===== src/rtl/mux4_rr_sel_arbiter.sv =====
// mux4_rr_sel_arbiter
//   Upstream control stage for a 4:1 datapath mux. Four requesters are arbitrated
//   round-robin. The winner's index drives the mux select, and a valid/ready
//   handshake presents the selection downstream. While a transfer is stalled,
//   sel and gnt are held stable, so mux_out == in[sel] whenever out_valid is high.
//   A winner may keep the grant for up to MAX_BURST back-to-back transfers, as long
//   as it keeps requesting.
//
// Parameters
//   MAX_BURST  max consecutive transfers per grant (1..255)
//   CNT_W      burst counter width, 2**CNT_W > MAX_BURST
//
// Ports
//   clk        in   1  single clock, posedge
//   rst        in   1  synchronous active-high reset
//   req        in   4  request per source, bit i = mux input i
//   out_ready  in   1  downstream accepts the current selection
//   sel        out  2  mux select = index of granted source (registered)
//   gnt        out  4  one-hot grant, 0 when idle (registered)
//   out_valid  out  1  selection valid (registered)
module mux4_rr_sel_arbiter #(
  parameter int MAX_BURST = 1,
  parameter int CNT_W     = 8
) (
  input  logic       clk,
  input  logic       rst,
  input  logic [3:0] req,
  input  logic       out_ready,
  output logic [1:0] sel,
  output logic [3:0] gnt,
  output logic       out_valid
);

  if (MAX_BURST < 1 || MAX_BURST > 255) begin : g_bad_burst
    $error("mux4_rr_sel_arbiter: MAX_BURST must be in 1..255");
  end
  if ((64'd1 << CNT_W) <= 64'(MAX_BURST)) begin : g_bad_cnt_w
    $error("mux4_rr_sel_arbiter: CNT_W too narrow for MAX_BURST");
  end

  localparam logic [CNT_W:0] BURST_LIM = (CNT_W+1)'(MAX_BURST);

  typedef enum logic {
    IDLE = 1'b0,
    BUSY = 1'b1
  } state_t;

  state_t           state_q, state_d;
  logic [1:0]       sel_q, sel_d;
  logic [3:0]       gnt_q, gnt_d;
  logic [1:0]       ptr_q, ptr_d;
  logic [CNT_W-1:0] cnt_q, cnt_d;

  logic [CNT_W:0]   cnt_inc;
  logic [2:0]       pick_idle;
  logic [2:0]       pick_rearb;

  // Round-robin pick: search last+1, last+2, last+3, last (wrap).
  // Returns {found, index}. Iterating from farthest to nearest lets the
  // nearest requester overwrite the result, so it wins.
  function automatic logic [2:0] rr_pick(input logic [1:0] last, input logic [3:0] r);
    logic [1:0] idx;
    logic [2:0] res;
    res = 3'b000;
    for (int k = 4; k >= 1; k--) begin
      idx = last + 2'(k);
      if (r[idx]) res = {1'b1, idx};
    end
    return res;
  endfunction

  always_comb begin
    cnt_inc    = {1'b0, cnt_q} + 1'b1;
    pick_idle  = rr_pick(ptr_q, req);
    // On release the finishing winner becomes the new pointer, so it is
    // searched last but can still be re-granted if it is the only requester.
    pick_rearb = rr_pick(sel_q, req);

    state_d = state_q;
    sel_d   = sel_q;
    gnt_d   = gnt_q;
    ptr_d   = ptr_q;
    cnt_d   = cnt_q;

    unique case (state_q)
      IDLE: begin
        gnt_d = 4'b0000;
        if (pick_idle[2]) begin
          state_d = BUSY;
          sel_d   = pick_idle[1:0];
          gnt_d   = 4'b0001 << pick_idle[1:0];
        end
      end
      BUSY: begin
        // Grant is locked until a transfer; req[sel] dropping alone does nothing.
        if (out_ready) begin
          if (req[sel_q] && (cnt_inc < BURST_LIM)) begin
            cnt_d = cnt_inc[CNT_W-1:0];
          end else begin
            ptr_d = sel_q;
            cnt_d = '0;
            if (pick_rearb[2]) begin
              sel_d = pick_rearb[1:0];
              gnt_d = 4'b0001 << pick_rearb[1:0];
            end else begin
              state_d = IDLE;
              gnt_d   = 4'b0000;
            end
          end
        end
      end
      default: begin
        state_d = IDLE;
        gnt_d   = 4'b0000;
      end
    endcase
  end

  always_ff @(posedge clk) begin
    if (rst) begin
      state_q <= IDLE;
      sel_q   <= 2'b00;
      gnt_q   <= 4'b0000;
      ptr_q   <= 2'd3;
      cnt_q   <= '0;
    end else begin
      state_q <= state_d;
      sel_q   <= sel_d;
      gnt_q   <= gnt_d;
      ptr_q   <= ptr_d;
      cnt_q   <= cnt_d;
    end
  end

  assign sel       = sel_q;
  assign gnt       = gnt_q;
  assign out_valid = (state_q == BUSY);

endmodule

===== config.mk =====
export PLATFORM = sky130hd
export DESIGN_NAME = mux4_rr_sel_arbiter
export DESIGN_NICKNAME = d
export VERILOG_FILES = /design/src/rtl/mux4_rr_sel_arbiter.sv
export SDC_FILE = /design/constraint.sdc
export NUM_CORES = 1
export LEC_CHECK = 0
export CORE_MARGIN = 2
export CORE_UTILIZATION = 25
export DETAILED_ROUTE_END_ITERATION = 10
export PLACE_DENSITY = 0.48
export SLEW_MARGIN = 20
export SYNTH_ARGS = -nofsm -noshare
export SYNTH_HDL_FRONTEND = slang
export SYNTH_SLANG_ARGS = --single-unit

===== constraint.sdc =====
create_clock -name clk -period 3.3 [get_ports clk]
set_input_delay 0.99 -clock clk [delete_from_list [all_inputs] [get_ports clk]]
set_output_delay 0.99 -clock clk [all_outputs]
set_load 0.01 [all_outputs]

Word-level counts from Yosys, hierarchy flattened
Cells that the tools add are included.
{ "op_classes": {"shift": 2, "magnitude_cmp": 9, "eq_ne": 4, "n_mux": 40, "n_reduce_logical": 5, "bitwise": 2, "addsub": 7} }
{ "op_table": {"columns": ["op", "count"], "rows": [
  ["$lt 2x3->1 const B", 8],
  ["$mux 3", 8],
  ["$bmux 1 s2", 8],
  ["$mux 4", 4],
  ["$mux 1", 12],
  ["$add 8x1->9 const B", 1],
  ["$lt 9x1->1 const B", 1],
  ["$add 2x2->2 const B", 4],
  ["$mux 2", 4],
  ["$mux 8", 1],
  ["$pmux 4 s2", 1],
  ["$shl 1x2->4 const A", 2],
  ["$ne 2x2->1 const B", 3],
  ["$add 2x1->2 const B", 2],
  ["$pmux 2 s2", 1],
  ["$reduce_and 2->1", 2],
  ["$reduce_and 4->1", 1],
  ["$reduce_and 3->1", 1],
  ["$ne 2x1->1 const B", 1],
  ["$not 1->1", 2],
  ["$pmux 1 s2", 1],
  ["$logic_and 1x1->1", 1]
]} }
{ "totals": {"in_bits": 7, "elab_cells": 74, "ff_bits": 17} }

Logic depth before layout (Yosys ltp)
Gate-level depths: netlist (run 1).
{ "logic_depth": {"ltp_word": 11, "depth_mapped": 6} }

Worst setup path before layout (run 1)
Ideal clock, no wire load.
{ "synth_timing": {"kind": "input to register", "startpoint": "input port req[1]", "endpoint": "register ptr_q[0]", "setup_time_ns": 0.120, "slack_ns": 0.931, "path_buffers": 1, "stages": 5, "arrival_time_ns": 2.249, "cell_sequence": "buf_6 > mux4_2 > a31oi_1 > nor2b_1 > a211o_1"} }
{ "synth_between": {"elab_chain_cells": 5} }
{ "synth_lines": {"columns": ["element", "line_no", "text"], "rows": [
  ["start: declaration", "27", "input logic [3:0] req,"],
  ["$bmux 1 s2", "97", "if (req[sel_q] && (cnt_inc < BURST_LIM)) begin"],
  ["$mux 1 (implied by the code)", "97", null],
  ["$logic_and 1x1->1", "97", null],
  ["$not 1->1 (no source line)", null, null],
  ["$reduce_and 3->1 (no source line)", null, null],
  ["end signal: assignment", "130", "ptr_q <= ptr_d;"],
  ["end: declaration", "51", "logic [1:0] ptr_q, ptr_d;"]
]} }
No other way between the ends. The select of a mux whose other input is x is not followed.
A chain may end at the register's enable or synchronous reset.

Worst setup path in the final report (run 1)
{ "layout_timing": {"startpoint": "input port req[1]", "endpoint": "register gnt_q[2] (netlist: gnt[2])"} }
{ "layout_between": {"elab_chain_cells": 11} }
{ "layout_lines": {"columns": ["element", "line_no", "text"], "rows": [
  ["$bmux 1 s2", "67, 97", null],
  ["$mux 1 (implied by the code)", "67, 97", null],
  ["$mux 3 (4 in series)", "67", "if (r[idx]) res = {1'b1, idx};"],
  ["$shl 1x2->4", "104", "gnt_d = 4'b0001 << pick_rearb[1:0];"],
  ["$mux 4", "102", "if (pick_rearb[2]) begin"],
  ["$mux 4", "97", null],
  ["$mux 4", "96", "if (out_ready) begin"],
  ["$pmux 4 s2", "85", "unique case (state_q)"],
  ["end signal: assignment", "129", "gnt_q <= gnt_d;"],
  ["end: declaration", "50", "logic [3:0] gnt_q, gnt_d;"]
]} }
Parallel ways exist; a longest one is shown, timed or not. The select of a mux whose other input is x is not followed.

==> impl_metrics.tcl, run 1 <==
set metrics [dict create \
    insertion_delay_ps 250 \
    critPathMaxFanout 10 \
    die_height_um 67.3 \
    ys_types 44 \
    coreArea_um2 3910 \
    cts_hold_buf 0 \
    nets 134 \
    ir_worst_vdd_mv 0.272 \
    grt_pass1_vias 808 \
    wl_um 2400 \
    grt_pass1_wl_um 3850 \
    port_buffers 13 \
    cts_setup_buffers 0 \
    grt_use_total 0.115 \
    endpoint_kind "flop" \
    routedWlPerCell_um 13.7 \
    power.leakage_nw 0.450 \
    setup_viol 0 \
    final_core_util 0.314 \
    yosysTopAreaCellShare 0.340 \
    slowest_delay_ps 570 \
    slew-limit-headroom 0.681 \
    synth_largest_area_cell "dfxtp_1" \
    vias 880 \
    firstDrtPassIters 4 \
    seq_area_frac_synth 0.340 \
    syn-cell-area_um2 1000 \
    row_count 23 \
    synth_flop_cell "dfxtp_1" \
    final_max_slew_viol_count 0 \
    skew_ps 0.755 \
    hold_path_class "flop to flop" \
    htreeDepth 1 \
    synthCells 110 \
    grt-ovfl-total 0 \
    critPathSlowestCell "mux4_2" \
    viasPerCell 5.03 \
    die_width_um 67.3 \
    fmax_mhz 368 \
    async_flop_share 0 \
    antenna_cells 0 \
    drive_above_1_share 0.160 \
    finalSetupTns_ps 0 \
    tightest_slew_ps 478 \
    start_util 0.256 \
    cp.required_ps 3460 \
    cts_resized 0 \
    synth_seq_cells 17 \
    die-area_um2 4530 \
    rsz0062_at_grt "no" \
    io-pin-count 14 \
    max_cap_viol_count 0 \
    critPathKind "input port to flop" \
    ys_warn_count 0 \
    syn_nets 118 \
    drc_errors 0 \
    cts_buffer_depth 2 \
    finalCritPeriodShare 0.823 \
    post-route-min-period_ps 2720 \
    area_delta_synth_final_pct 22.6 \
    cts.sinks 17 \
    critPathLaunchType "input port" \
    ant_nets 0 \
    worstPathCellList "clkdlybuf4s50_1, mux4_2, a31oi_4, o2111ai_1, a311oi_2" \
    dp_hpwl_um 1850 \
    cts_inserted_buffers 3 \
    avgSynthCellArea_um2 9.11 \
    arrival_ps 2880 \
    cts-root-buf "clkbuf_8" \
    powerDensity_nw_per_um2 399 \
    hold_viol 0 \
    clk_pin_slew_ps 70 \
    synth-edff-count 0 \
    p_total_mw 0.490 \
    cts_tree "built" \
    grt_max_degree 13 \
    drtIter0Drc 44 \
    antenna_found_initial 0 \
    synth_area_leaders "dfxtp_1 (34%), and2_1 (4.4%), a21oi_1 (4.0%)" \
    status "finished clean" \
    place_congestion 0.886 \
]
[layer usage]
layer | GRT usage | wire length [um] | vias up
li1 | - | - | 439
met1 | 0.140 | 1050 | 420
met2 | 0.191 | 1200 | 19
met3 | 0.0417 | 129 | 2
met4 | 0.0332 | 19 | 0
met5 | 0 | 0 | -
[registers in the layout (all words and copies together), names as in the netlist]
signal / flops
gnt: 4
sel: 2
cnt_q: 8
ptr_q: 2
out_valid: 1
[per-stage QoR]
stage,hold slack (ps),instance area [um2],std cells,setup WS (ps)
floorplan,446,1000,110,931
global placement,465,1180,171,422
detailed placement,463,1180,171,343
CTS,484,1230,175,601
global route,500,1230,175,521
finish,481,1230,175,585
[report_power, final]
part	total, mW	switching [mW]	internal [mW]	leakage, nW
logic	0.105	0.0510	0.0536	0.288
clock network	0.155	0.0697	0.0856	0.0228
registers	0.230	0.0155	0.215	0.139
total	0.490	0.136	0.354	0.450
[Yosys cell counts (2+ instances only)]
cell type,number
or2_2,2
a211oi_1,2
inv_1,4
nor2_1,6
a311oi_2,2
o221a_2,2
o21a_1,2
nor3_1,7
and2_1,7
nor2b_1,5
dfxtp_1,17
nand2b_1,5
nor4_1,2
nand2_1,6
or3_1,2
a21oi_1,8
a211o_1,2
o21ai_0,3
[cells in the final DEF (no fill, tap or decap), types with 2 or more instances in the layout]
cell,instances
dfxtp_1,17
clkdlybuf4s50_1,13
a21oi_1,8
and2_1,7
nor3_1,7
nand2_1,6
nor2_1,6
nand2b_1,5
nor2b_1,5
inv_1,4
o21ai_0,3
clkbuf_8,3
nor4_1,2
or2_2,2
o21a_1,2
or3_1,2
a311oi_2,2
a211o_1,2
o221a_2,2
a211oi_1,2
buf_4,2
[cells by family after synthesis]
kind of cell | Yosys count | synth area share
compound gates | 30 | 0.252
xor+xnor | 2 | 0.0175
fa+ha+maj | 1 | 0.0125
buf+inv | 8 | 0.0412
flops | 17 | 0.340
mux | 2 | 0.0325
simple gates | 50 | 0.305
[cell type report]
class | count | area, um2
multi-input combinational | 85 | 621
fill | 428 | 2690
inverter | 4 | 15.0
sequential | 17 | 340
tap | 50 | 62.6
clock buffer | 4 | 45.0
timing repair buffer | 15 | 145
[final timing paths]
path             from       end  slack, ps  depth (start not counted)
max            req[1]    gnt[2]        580                          5
min          cnt_q[1]  cnt_q[1]        480                          1
max reg2reg  cnt_q[0]  ptr_q[0]       1180                          6
min reg2reg  cnt_q[1]  cnt_q[1]        480                          1
[worst max-delay path, delay by kind of cell]
kind                   cells  cell delay (ps)
AO/OA/AOI/OAI              3              750
buffers and inverters      1              560
multiplexers               1              570
Note: power is estimated with default switching activity, not from simulation.
==> run 2: changes to the inputs <==
==> constraint.sdc (replaced) <==
create_clock -name clk -period 2.6 [get_ports clk]
set_input_delay 0.78 -clock clk [delete_from_list [all_inputs] [get_ports clk]]
set_output_delay 0.78 -clock clk [all_outputs]
set_load 0.01 [all_outputs]
==> impl_metrics.tcl, run 2 (synthesized netlist as in run 1, its figures left out) <==
set metrics [dict create \
    rsz0062_at_grt "no" \
    mostFrequentLayoutCells "dfxtp_1 (17), clkdlybuf4s50_1 (13), buf_4 (10), a21oi_1 (8)" \
    ant_nets 0 \
    cts.sinks 17 \
    worstPathCellList "clkdlybuf4s50_1" \
    finalCritPeriodShare 0.890 \
    cts_resized 0 \
    start_util 0.256 \
    max_cap_viol_count 0 \
    final_common_cell "dfxtp_1" \
    drtIter0Drc 61 \
    crit_buf_inv 1 \
    cts-root-buf "clkbuf_8" \
    largest_reg_flops 8 \
    die-area_um2 4530 \
    place_ws_ps 58.7 \
    ir_worst_vdd_mv 0.317 \
    powerDensity_nw_per_um2 494 \
    clk_pin_slew_ps 70 \
    placedCellCount 179 \
    finalSetupTns_ps 0 \
    critPathSlowestCell "dfxtp_1" \
    grt_pass1_wl_um 3720 \
    grt-ovfl-total 0 \
    worst_slack_ps 287 \
    slowest_delay_ps 640 \
    nets 142 \
    top_register "cnt_q" \
    port_buffers 13 \
    antenna_cells 0 \
    power.leakage_nw 0.489 \
    critPathTopFamily "flip-flops" \
    cts_tree "built" \
    hold_viol 0 \
    status "finished clean" \
    post-route-min-period_ps 2310 \
    critPathKind "flop to output pin" \
    insertion_delay_ps 250 \
    fmax_mhz 432 \
    arrival_ps 1530 \
    p_total_mw 0.638 \
    hold_path_class "flop to flop" \
    cts_setup_buffers 0 \
    r2r-start "cnt_q[0]" \
    dp_hpwl_um 1740 \
    final_max_slew_viol_count 0 \
    cts_buffer_depth 2 \
    slew-limit-headroom 0.665 \
    wl_um 2310 \
    routedWlPerCell_um 12.6 \
    row_count 23 \
    drc_errors 0 \
    coreArea_um2 3910 \
    critPathMaxFanout 12 \
    cts_hold_buf 0 \
    firstDrtPassIters 4 \
    grt_use_total 0.111 \
    grt_max_degree 13 \
    die_height_um 67.3 \
    tightest_slew_ps 501 \
    cp.required_ps 1820 \
    die_width_um 67.3 \
    critPathLaunchType "flop" \
    viasPerCell 4.86 \
    io-pin-count 14 \
    design_area_um2 1290 \
    crit_start "out_valid" \
    hp-start "cnt_q[7]" \
    grt_pass1_vias 831 \
    drive_above_1_share 0.218 \
    place_congestion 0.912 \
    htreeDepth 1 \
    endpoint_kind "output pin" \
    final_cells 183 \
    antenna_found_initial 0 \
    cts_inserted_buffers 3 \
    skew_ps 2.53 \
    fillerInstances 439 \
    setup_viol 0 \
    area_delta_synth_final_pct 29.0 \
    vias 889 \
    place_area_um2 1240 \
]
==> run 2: path summary, 6_finish.rpt <==
| kind | to | slack [ps] | depth (start not counted) |
|---|---|---|---|
| min reg2reg | cnt_q[7] | 470 | 1 |
| min | cnt_q[7] | 470 | 1 |
| max reg2reg | gnt[2] | 440 | 7 |
| max | out_valid | 290 | 1 |
==> run 2: per-layer routing <==
metal | GRT usage | vias up | wire length, um
met5 | 0 | - | 0
met1 | 0.134 | 423 | 1140
li1 | - | 454 | -
met2 | 0.181 | 10 | 1080
met3 | 0.0350 | 2 | 74
met4 | 0.0459 | 0 | 17
==> run 2: final cells by class <==
cell class	count	area, um2	share of cell area
repair buffers	23	205	0.159
inverters	4	15.0	0.0116
multi-input cells	85	621	0.480
flip-flops and latches	17	340	0.263
well taps	50	62.6	0.0484
clock buffers	3	41.3	0.0319
clock inverters	1	7.51	0.00581
==> run 2: power breakdown <==
group	switching [mW]	leakage, nW	total (mW)	internal (mW)
clock	0.0987	0.0217	0.207	0.108
combinational	0.0640	0.328	0.139	0.0751
sequential	0.0201	0.139	0.293	0.273
==> run 2: stage by stage <==
| stage | utilization | hold slack, ps |
|---|---|---|
| 2_1_floorplan | - | 446 |
| 4_1_cts | 0.330 | 478 |
| 5_1_grt | 0.330 | 524 |
| 3_5_place_dp | 0.318 | 461 |
| 6_report | 0.330 | 474 |
| 3_3_place_gp | 0.318 | 462 |
==> run 3: changes to the inputs <==
--- a/config.mk
+++ b/config.mk
@@ -6,9 +6,11 @@
 export NUM_CORES = 1
 export LEC_CHECK = 0
 export CORE_MARGIN = 2
-export CORE_UTILIZATION = 25
+export CORE_UTILIZATION = 52
+export CTS_CLUSTER_SIZE = 12
 export DETAILED_ROUTE_END_ITERATION = 10
-export PLACE_DENSITY = 0.48
+export PLACE_DENSITY = 0.81
+export RECOVER_POWER = 25
 export SLEW_MARGIN = 20
 export SYNTH_ARGS = -nofsm -noshare
 export SYNTH_HDL_FRONTEND = slang
==> impl_metrics.tcl, run 3 (synthesized netlist as in run 1, its figures left out) <==
set metrics [dict create \
    grt-ovfl-total 0 \
    hold_viol 0 \
    cts-root-buf "clkbuf_4" \
    p_sw_mw 0.168 \
    cts_hold_buf 0 \
    post-route-min-period_ps 2350 \
    r2r-start "cnt_q[0]" \
    io-pin-count 14 \
    grt_pass1_wl_um 3930 \
    antenna_cells 0 \
    port_buffers 13 \
    die_width_um 47.9 \
    endpoint_kind "flop" \
    cts_resized 0 \
    nets 140 \
    start_util 0.568 \
    power_frac_comb 0.243 \
    drive_above_1_share 0.206 \
    final_common_cell "dfxtp_1" \
    coreArea_um2 1760 \
    p_int_mw 0.403 \
    ir_worst_vdd_mv 0.356 \
    status "finished clean" \
    critPathKind "input port to flop" \
    grt_pass1_vias 916 \
    die_height_um 47.9 \
    drc_errors 0 \
    dp_hpwl_um 1800 \
    row_count 15 \
    drtIter0Drc 28 \
    tightest_slew_ps 515 \
    htreeDepth 1 \
    switching_share 0.294 \
    r2r-end "ptr_q[1]" \
    fmax_mhz 425 \
    firstDrtPassIters 4 \
    worst_r2r_path_depth 6 \
    skew_ps 9.18 \
    final_max_slew_viol_count 0 \
    area_delta_synth_final_pct 22.2 \
    pwr-share-clk 0.245 \
    die-area_um2 2290 \
    crit_start "req[1]" \
    cts_setup_buffers 0 \
    slew-limit-headroom 0.653 \
    critPathLaunchType "input port" \
    endpoint "gnt[2]" \
    final_core_util 0.694 \
    rsz0062_at_grt "no" \
    place_congestion 0.904 \
    largest_reg_flops 8 \
    hold_path_class "flop to flop" \
    powerDensity_nw_per_um2 466 \
    reg2reg_slack_ps 430 \
    ant_nets 0 \
    max_cap_viol_count 0 \
    cts_buffer_depth 2 \
    arrival_ps 2570 \
    grt_use_total 0.245 \
    finalCritPeriodShare 0.904 \
    mostFrequentLayoutCells "dfxtp_1 (17), clkdlybuf4s50_1 (12), a21oi_1 (8), buf_4 (8), nor3_1 (7)" \
    setup_viol 0 \
    antenna_found_initial 0 \
    cts_inserted_buffers 3 \
    viasPerCell 6.06 \
    power_frac_seq 0.512 \
    finalSetupTns_ps 0 \
    insertion_delay_ps 300 \
    cts_tree "built" \
    hold_depth 1 \
    clk_pin_slew_ps 100 \
    cts.sinks 17 \
    grt_max_degree 13 \
    top_register "cnt_q" \
    routedWlPerCell_um 15.1 \
    critPathMaxFanout 8 \
    wl_um 2350 \
    cp.required_ps 2820 \
    power.leakage_nw 0.471 \
    vias 945 \
]
[run 3: critical path: stages]
cell             delay [ps]
clkdlybuf4s50_1         540
mux4_2                  550
a31oi_4                 260
o2111ai_1               170
a311oi_2                280
[run 3: worst min path at each step]
stage                     startpoint       end  slack (ps)
after floorplan             cnt_q[7]  cnt_q[7]         450
after global placement      cnt_q[7]  cnt_q[7]         470
after detailed placement    cnt_q[7]  cnt_q[7]         480
after CTS                   cnt_q[7]  cnt_q[7]         510
after global routing        cnt_q[7]  cnt_q[7]         520
final                       cnt_q[1]  cnt_q[1]         500
[run 3: area by class of cell]
type	count	area, um2
inverter	4	15.0
clock inverter	1	5.00
sequential	17	340
tap	25	31.3
fill	163	539
clock buffer	3	22.5
multi-input combinational	85	621
timing repair buffer	21	190
[run 3: power groups by stage]
stage / combinational [mW] / sequential [mW] / clock [mW]
4_1_cts: 0.138 / 0.292 / 0.145
5_1_grt: 0.151 / 0.294 / 0.154
2_1_floorplan: 0.0856 / 0.292 / 0
6_report: 0.139 / 0.292 / 0.140
3_5_place_dp: 0.137 / 0.298 / 0
3_3_place_gp: 0.133 / 0.297 / 0
[run 3: layer usage]
layer,global-route usage,up-vias,wire length [um]
met5,0,-,0
met4,0.0865,0,28
met3,0.0755,6,130
met2,0.395,43,1100
met1,0.308,444,1100
li1,-,452,-
[run 3: metrics by stage]
| stage | power (mW) | setup slack (ps) | hold slack [ps] | cells | instance area (um2) |
|---|---|---|---|---|---|
| after CTS | 0.574 | 262 | 508 | 156 | 1220 |
| after floorplan | 0.378 | 441 | 446 | 110 | 1000 |
| after global placement | 0.430 | 13.4 | 472 | 152 | 1200 |
| after detailed placement | 0.435 | -54.7 | 485 | 152 | 1200 |
| after global routing | 0.600 | 162 | 522 | 156 | 1220 |
| final | 0.570 | 249 | 503 | 156 | 1220 |
